<file path="src/rtl/soc_bus_fabric.sv">
// soc_bus_fabric: two-master, NUM_SLV-slave single-outstanding bus fabric.
// A round-robin arbiter grants one master, the address top nibble selects the
// slave, and a wait counter bounds how long a slave may stall before an error.
module soc_bus_fabric #(
    parameter int unsigned NUM_SLV    = 4,
    parameter int unsigned ADDR_WIDTH = 32,
    parameter int unsigned DATA_WIDTH = 32,
    parameter int unsigned TIMEOUT    = 255
) (
    input  logic                            clk,
    input  logic                            rst,
    input  logic [1:0]                      m_req,
    input  logic [2*(DATA_WIDTH/8)-1:0]     m_we,
    input  logic [2*ADDR_WIDTH-1:0]         m_addr,
    input  logic [2*DATA_WIDTH-1:0]         m_wdata,
    output logic [1:0]                      m_ack,
    output logic [1:0]                      m_err,
    output logic [DATA_WIDTH-1:0]           m_rdata,
    output logic [NUM_SLV-1:0]              s_req,
    output logic [DATA_WIDTH/8-1:0]         s_we,
    output logic [ADDR_WIDTH-1:0]           s_addr,
    output logic [DATA_WIDTH-1:0]           s_wdata,
    input  logic [NUM_SLV-1:0]              s_ack,
    input  logic [NUM_SLV*DATA_WIDTH-1:0]   s_rdata
);

    localparam int unsigned STRB_W    = DATA_WIDTH / 8;
    localparam int unsigned CNT_W     = $clog2(TIMEOUT + 1);
    localparam int unsigned IDX_W     = 4;
    localparam int unsigned IDX_CMP_W = IDX_W + 1;

    typedef enum logic [1:0] {
        IDLE = 2'd0,
        BUSY = 2'd1,
        RESP = 2'd2
    } state_t;

    typedef struct packed {
        logic [STRB_W-1:0]     we;
        logic [ADDR_WIDTH-1:0] addr;
        logic [DATA_WIDTH-1:0] wdata;
    } txn_t;

    state_t                state_q, state_d;
    logic                  rr_q, rr_d;        // master granted most recently
    logic                  gnt_q, gnt_d;      // master owning the current transaction
    logic [IDX_W-1:0]      sel_q, sel_d;
    logic [CNT_W-1:0]      cnt_q, cnt_d;
    txn_t                  txn_q, txn_d;
    logic [NUM_SLV-1:0]    s_req_q, s_req_d;
    logic [1:0]            m_ack_q, m_ack_d;
    logic [1:0]            m_err_q, m_err_d;
    logic [DATA_WIDTH-1:0] m_rdata_q, m_rdata_d;

    logic                  arb_gnt;
    txn_t                  cand_txn;
    logic [IDX_W-1:0]      cand_idx;
    logic                  cand_unmapped;
    logic [NUM_SLV-1:0]    cand_onehot;
    logic                  sel_ack;
    logic [DATA_WIDTH-1:0] sel_rdata;
    logic [CNT_W-1:0]      cnt_inc;

    // Round-robin pick: on a tie the master not granted last wins.
    always_comb begin
        arb_gnt = (m_req == 2'b11) ? ~rr_q : m_req[1];
    end

    // Payload and slave decode of the candidate master.
    always_comb begin
        cand_txn.we    = arb_gnt ? m_we[STRB_W +: STRB_W]             : m_we[0 +: STRB_W];
        cand_txn.addr  = arb_gnt ? m_addr[ADDR_WIDTH +: ADDR_WIDTH]   : m_addr[0 +: ADDR_WIDTH];
        cand_txn.wdata = arb_gnt ? m_wdata[DATA_WIDTH +: DATA_WIDTH]  : m_wdata[0 +: DATA_WIDTH];
        cand_idx       = cand_txn.addr[ADDR_WIDTH-1 -: IDX_W];
        cand_unmapped  = ({1'b0, cand_idx} >= IDX_CMP_W'(NUM_SLV));
        cand_onehot    = '0;
        for (int i = 0; i < NUM_SLV; i++) begin
            cand_onehot[i] = (cand_idx == IDX_W'(i));
        end
    end

    // Ack and read data of the selected slave only; other slaves are ignored.
    always_comb begin
        sel_ack   = 1'b0;
        sel_rdata = '0;
        for (int i = 0; i < NUM_SLV; i++) begin
            if (sel_q == IDX_W'(i)) begin
                sel_ack   = s_ack[i];
                sel_rdata = s_rdata[i*DATA_WIDTH +: DATA_WIDTH];
            end
        end
    end

    assign cnt_inc = cnt_q + CNT_W'(1);

    // Next-state and registered-output logic for IDLE/BUSY/RESP.
    always_comb begin
        state_d   = state_q;
        rr_d      = rr_q;
        gnt_d     = gnt_q;
        sel_d     = sel_q;
        cnt_d     = cnt_q;
        txn_d     = txn_q;
        s_req_d   = s_req_q;
        m_ack_d   = '0;
        m_err_d   = '0;
        m_rdata_d = m_rdata_q;

        case (state_q)
            IDLE: begin
                if (|m_req) begin
                    gnt_d = arb_gnt;
                    txn_d = cand_txn;
                    sel_d = cand_idx;
                    cnt_d = '0;
                    if (cand_unmapped) begin
                        state_d          = RESP;
                        m_ack_d[arb_gnt] = 1'b1;
                        m_err_d[arb_gnt] = 1'b1;
                        m_rdata_d        = '0;
                    end else begin
                        state_d = BUSY;
                        s_req_d = cand_onehot;
                    end
                end
            end
            BUSY: begin
                if (sel_ack) begin
                    state_d        = RESP;
                    s_req_d        = '0;
                    m_ack_d[gnt_q] = 1'b1;
                    m_rdata_d      = (|txn_q.we) ? '0 : sel_rdata;
                end else if (cnt_inc == CNT_W'(TIMEOUT)) begin
                    state_d        = RESP;
                    cnt_d          = cnt_inc;
                    s_req_d        = '0;
                    m_ack_d[gnt_q] = 1'b1;
                    m_err_d[gnt_q] = 1'b1;
                    m_rdata_d      = '0;
                end else begin
                    cnt_d = cnt_inc;
                end
            end
            RESP: begin
                state_d = IDLE;
                rr_d    = gnt_q;
            end
            default: begin
                state_d = IDLE;
            end
        endcase
    end

    // State and output registers with synchronous reset.
    always_ff @(posedge clk) begin
        if (rst) begin
            state_q   <= IDLE;
            rr_q      <= 1'b1;
            gnt_q     <= 1'b0;
            sel_q     <= '0;
            cnt_q     <= '0;
            txn_q     <= '0;
            s_req_q   <= '0;
            m_ack_q   <= '0;
            m_err_q   <= '0;
            m_rdata_q <= '0;
        end else begin
            state_q   <= state_d;
            rr_q      <= rr_d;
            gnt_q     <= gnt_d;
            sel_q     <= sel_d;
            cnt_q     <= cnt_d;
            txn_q     <= txn_d;
            s_req_q   <= s_req_d;
            m_ack_q   <= m_ack_d;
            m_err_q   <= m_err_d;
            m_rdata_q <= m_rdata_d;
        end
    end

    assign m_ack   = m_ack_q;
    assign m_err   = m_err_q;
    assign m_rdata = m_rdata_q;
    assign s_req   = s_req_q;
    assign s_we    = txn_q.we;
    assign s_addr  = txn_q.addr;
    assign s_wdata = txn_q.wdata;

endmodule

</file>
<file path="config.mk">
export PLATFORM = sky130hd
export DESIGN_NAME = soc_bus_fabric
export DESIGN_NICKNAME = d
export VERILOG_FILES = /design/src/rtl/soc_bus_fabric.sv
export SDC_FILE = /design/constraint.sdc
export NUM_CORES = 1
export LEC_CHECK = 0
export ABC_AREA = 1
export CAP_MARGIN = 20
export CELL_PAD_IN_SITES_DETAIL_PLACEMENT = 1
export CELL_PAD_IN_SITES_GLOBAL_PLACEMENT = 1
export CORE_ASPECT_RATIO = 0.5
export CORE_MARGIN = 5
export CORE_UTILIZATION = 28
export DETAILED_ROUTE_END_ITERATION = 8
export PLACE_DENSITY = 0.95
export REMOVE_ABC_BUFFERS = 1
export SETUP_SLACK_MARGIN = 0.02
export SYNTH_ARGS = -nofsm -noshare
export SYNTH_HDL_FRONTEND = slang
export SYNTH_SLANG_ARGS = --single-unit
</file>
<file path="constraint.sdc">
create_clock -name clk -period 2.8 [get_ports clk]
set_input_delay 0.56 -clock clk [delete_from_list [all_inputs] [get_ports clk]]
set_output_delay 0.56 -clock clk [all_outputs]
set_load 0.02 [all_outputs]
</file>
==> results.toml <==
[setup_path]
worstPathRequired_ns = 3.15
critPathMaxFanout = 32
reg2regPathDepth = 11
cp-start-kind = "flop"
crit_arrival_ns = 2.94
crit_path_end_kind = "flop"
timing.rr.end = "m_rdata[28]"
reg2reg_from = "sel_q[1]"
reg2reg_slack_ns = 0.21
crit_type = "reg -> reg"

[timing]
relSlewSlack = 0.4654
fin_worst_skew_ns = 0.009140
hold_viol_final = 0
setup_viol = 0
tightest_slew_ns = 0.8020
max_freq_mhz = 386.7
post-route-period-util = 0.9237
grt_setup_unrepaired = "false"
slew_violations = 0
final.min_clock_period_ns = 2.586

[logic_synthesis]
synth_edf_count = 0
ys_ff_latch = 120
synth-seq-area-share = 0.3623
synth_area_leaders = "dfxtp_1, nand3_1, nand2_1"
synthFlopType = "dfxtp_1"
syn_avg_cell_area_um2 = 6.774
yosys.area.top_type_share = 0.3623
async_flop_share = 0
synth_top_cell_by_area = "dfxtp_1"
synth_common_cells = "nand2_1, nand3_1, dfxtp_1"
yosysMostFrequentCell = "nand2_1"
synth.distinct_cells = 28
synthCells = 979
synth_warnings = 0
syn_area_um2 = 6631

[clock_tree]
root_buffer = "clkbuf_16"
cts_buffers = 17
h-tree-depth = 4
cts_resized = 0
cts.sinks = 120
clk_pin_slew_worst_paths_ns = 0.06
cts_tree = "yes"
ctsLongestPathBuffers = 2
post-cts-setup-buffers = 0
clkLatencyLatePin_ns = 0.42
cts_hold_buf = 0

[route]
num_vias = 8520
wl_per_cell_um = 20.09
drt_iter0_markers = 463
drcViolationCount = 0
wl_um = 32810
vias_per_cell = 5.217
firstDrtPassIters = 5
ant_nets = 0

[power]
power_frac_clock = 0.300
irDropWorstVdd_mv = 0.4933
pwr_density_cell_nw_per_um2 = 660.8
p_int_uw = 4691
combPwrFrac = 0.406
pwr-share-seq = 0.294
switching_share = 0.3661
p_leak_uw = 0.004263
power.net_switching_uw = 2709
power_uw = 7400

[worst_hold_path]
min-delay-start = "s_addr[8]"
holdPathEnd = "s_addr[8]"
hold_depth = 2
hold_path_class = "reg -> reg"

[place]
place_congestion = 0.8161
dp_hpwl_um = 23710
place_inst = 1598
io_buffers = 379

[floorplanning]
start_util = 0.2873
io_pins = 380
rows = 39
fp.coreArea_um2 = 23080
die_area_um2 = 27050
die_y_um = 118.8
die_x_um = 227.6

[global_route]
grtUsageTotal = 0.2316
grt_antenna_before_repair = 2
grt_max_degree = 76
grt_pass1_vias = 9020
grt_pass1_wl_um = 50160
overflow = 0

[cells_and_area]
layoutNonFillerInstCount = 1633
nNetsFinal = 1584
syn_to_final_growth_pct = 68.87
ff_latch_area_um2 = 2402
multi_input_area_um2 = 3645
final.fill_count = 2815
drive_gt1_frac = 0.05367

[job]
maxCapViolCount = 0

[outcome]
status = "complete, no violations"
[through the flow]
step / setup TNS [ns] / setup slack (ns) / utilization / hold slack, ns / cell area, µm²
floorplan: -216.50 / -3.233 / - / 0.4360 / 6196
global placement: 0 / 0.4497 / 0.4591 / 0.4518 / 10600
detailed placement: 0 / 0.3021 / 0.4591 / 0.4548 / 10600
CTS: 0 / 0.2395 / 0.4848 / 0.4641 / 11190
global route: 0 / 0.04405 / 0.4851 / 0.4850 / 11200
finish: 0 / 0.2137 / 0.4852 / 0.4634 / 11200
[worst max-delay path by stage]
stage	end	startpoint
after floorplan	m_rdata[13]	sel_q[3]
after global placement	m_rdata[9]	m_req[0]
after detailed placement	m_rdata[4]	m_req[0]
after CTS	s_addr[29]	sel_q[1]
after global routing	m_rdata[28]	cnt_q[0]
final	m_rdata[28]	sel_q[1]
[layer usage]
metal / track usage / vias to the layer above / wire [µm] / share of wire
met5: 0 / - / 0 / 0
met2: 0.4369 / 278 / 17570 / 0.54
met4: 0.08772 / 0 / 1071 / 0.033
li1: - / 4011 / - / -
met1: 0.2494 / 4153 / 12250 / 0.37
met3: 0.05654 / 78 / 1915 / 0.058
[sequential cells by signal (all words and copies together), names as in the netlist]
register,flops
cnt_q,8
gnt_q,1
m_ack,2
m_err,2
m_rdata,32
rr_q,1
s_addr,28
s_req,4
s_wdata,32
s_we,4
sel_q,4
state_q,2
[power by group through the flow]
stage,clock network (µW),logic (µW),registers (µW)
4_1_cts,2260,3020,2170
6_report,2220,3010,2170
2_1_floorplan,0,1200,2480
3_3_place_gp,0,2840,2180
3_5_place_dp,0,2980,2200
5_1_grt,2340,3250,2200
[cells in the final DEF (no fill, tap or decap), types with 2 or more instances in the layout]
cell,count
a21oi_1,119
a31oi_1,15
buf_12,4
buf_4,17
bufinv_16,2
clkbuf_1,2
clkbuf_16,17
clkbuf_8,3
clkdlybuf4s50_1,378
clkinv_4,2
clkinvlp_4,5
dfxtp_1,120
diode_2,3
ha_1,2
inv_1,38
inv_2,6
nand2_1,170
nand2_2,3
nand3_1,134
nand4_1,18
nor2_1,76
nor2_2,2
nor2_4,4
nor3_1,2
o211ai_1,15
o21ai_0,96
o21bai_1,64
[area by class of cell]
type	instances	area share
timing repair buffer	400	0.3569
multi-input combinational	726	0.3255
sequential	120	0.2145
clock buffer	22	0.04235
tap	307	0.03430
inverter	45	0.01508
clock inverter	10	0.01073
antenna	3	0.0006704
[worst max-delay path, stage by stage, from the launching register on]
cell and delay [ns]:
dfxtp_1 0.67, inv_2 0.14, nor2_8 0.32, nand3_1 0.18
nand4_2 0.17, nand2_2 0.11, nor2_4 0.11, buf_4 0.37
nand2_1 0.11, nand3_1 0.10, nand2_1 0.07, nor2_1 0.15
[cell families after synthesis]
kind of cell,count (synthesis),synth area share
and+or+nand+nor,414,0.2758
AOI/OAI and AO/OA,310,0.2670
buffers and inverters,133,0.09113
DFF,120,0.3623
adders and majority gates,2,0.003773
(Power assumes the default switching activity.)
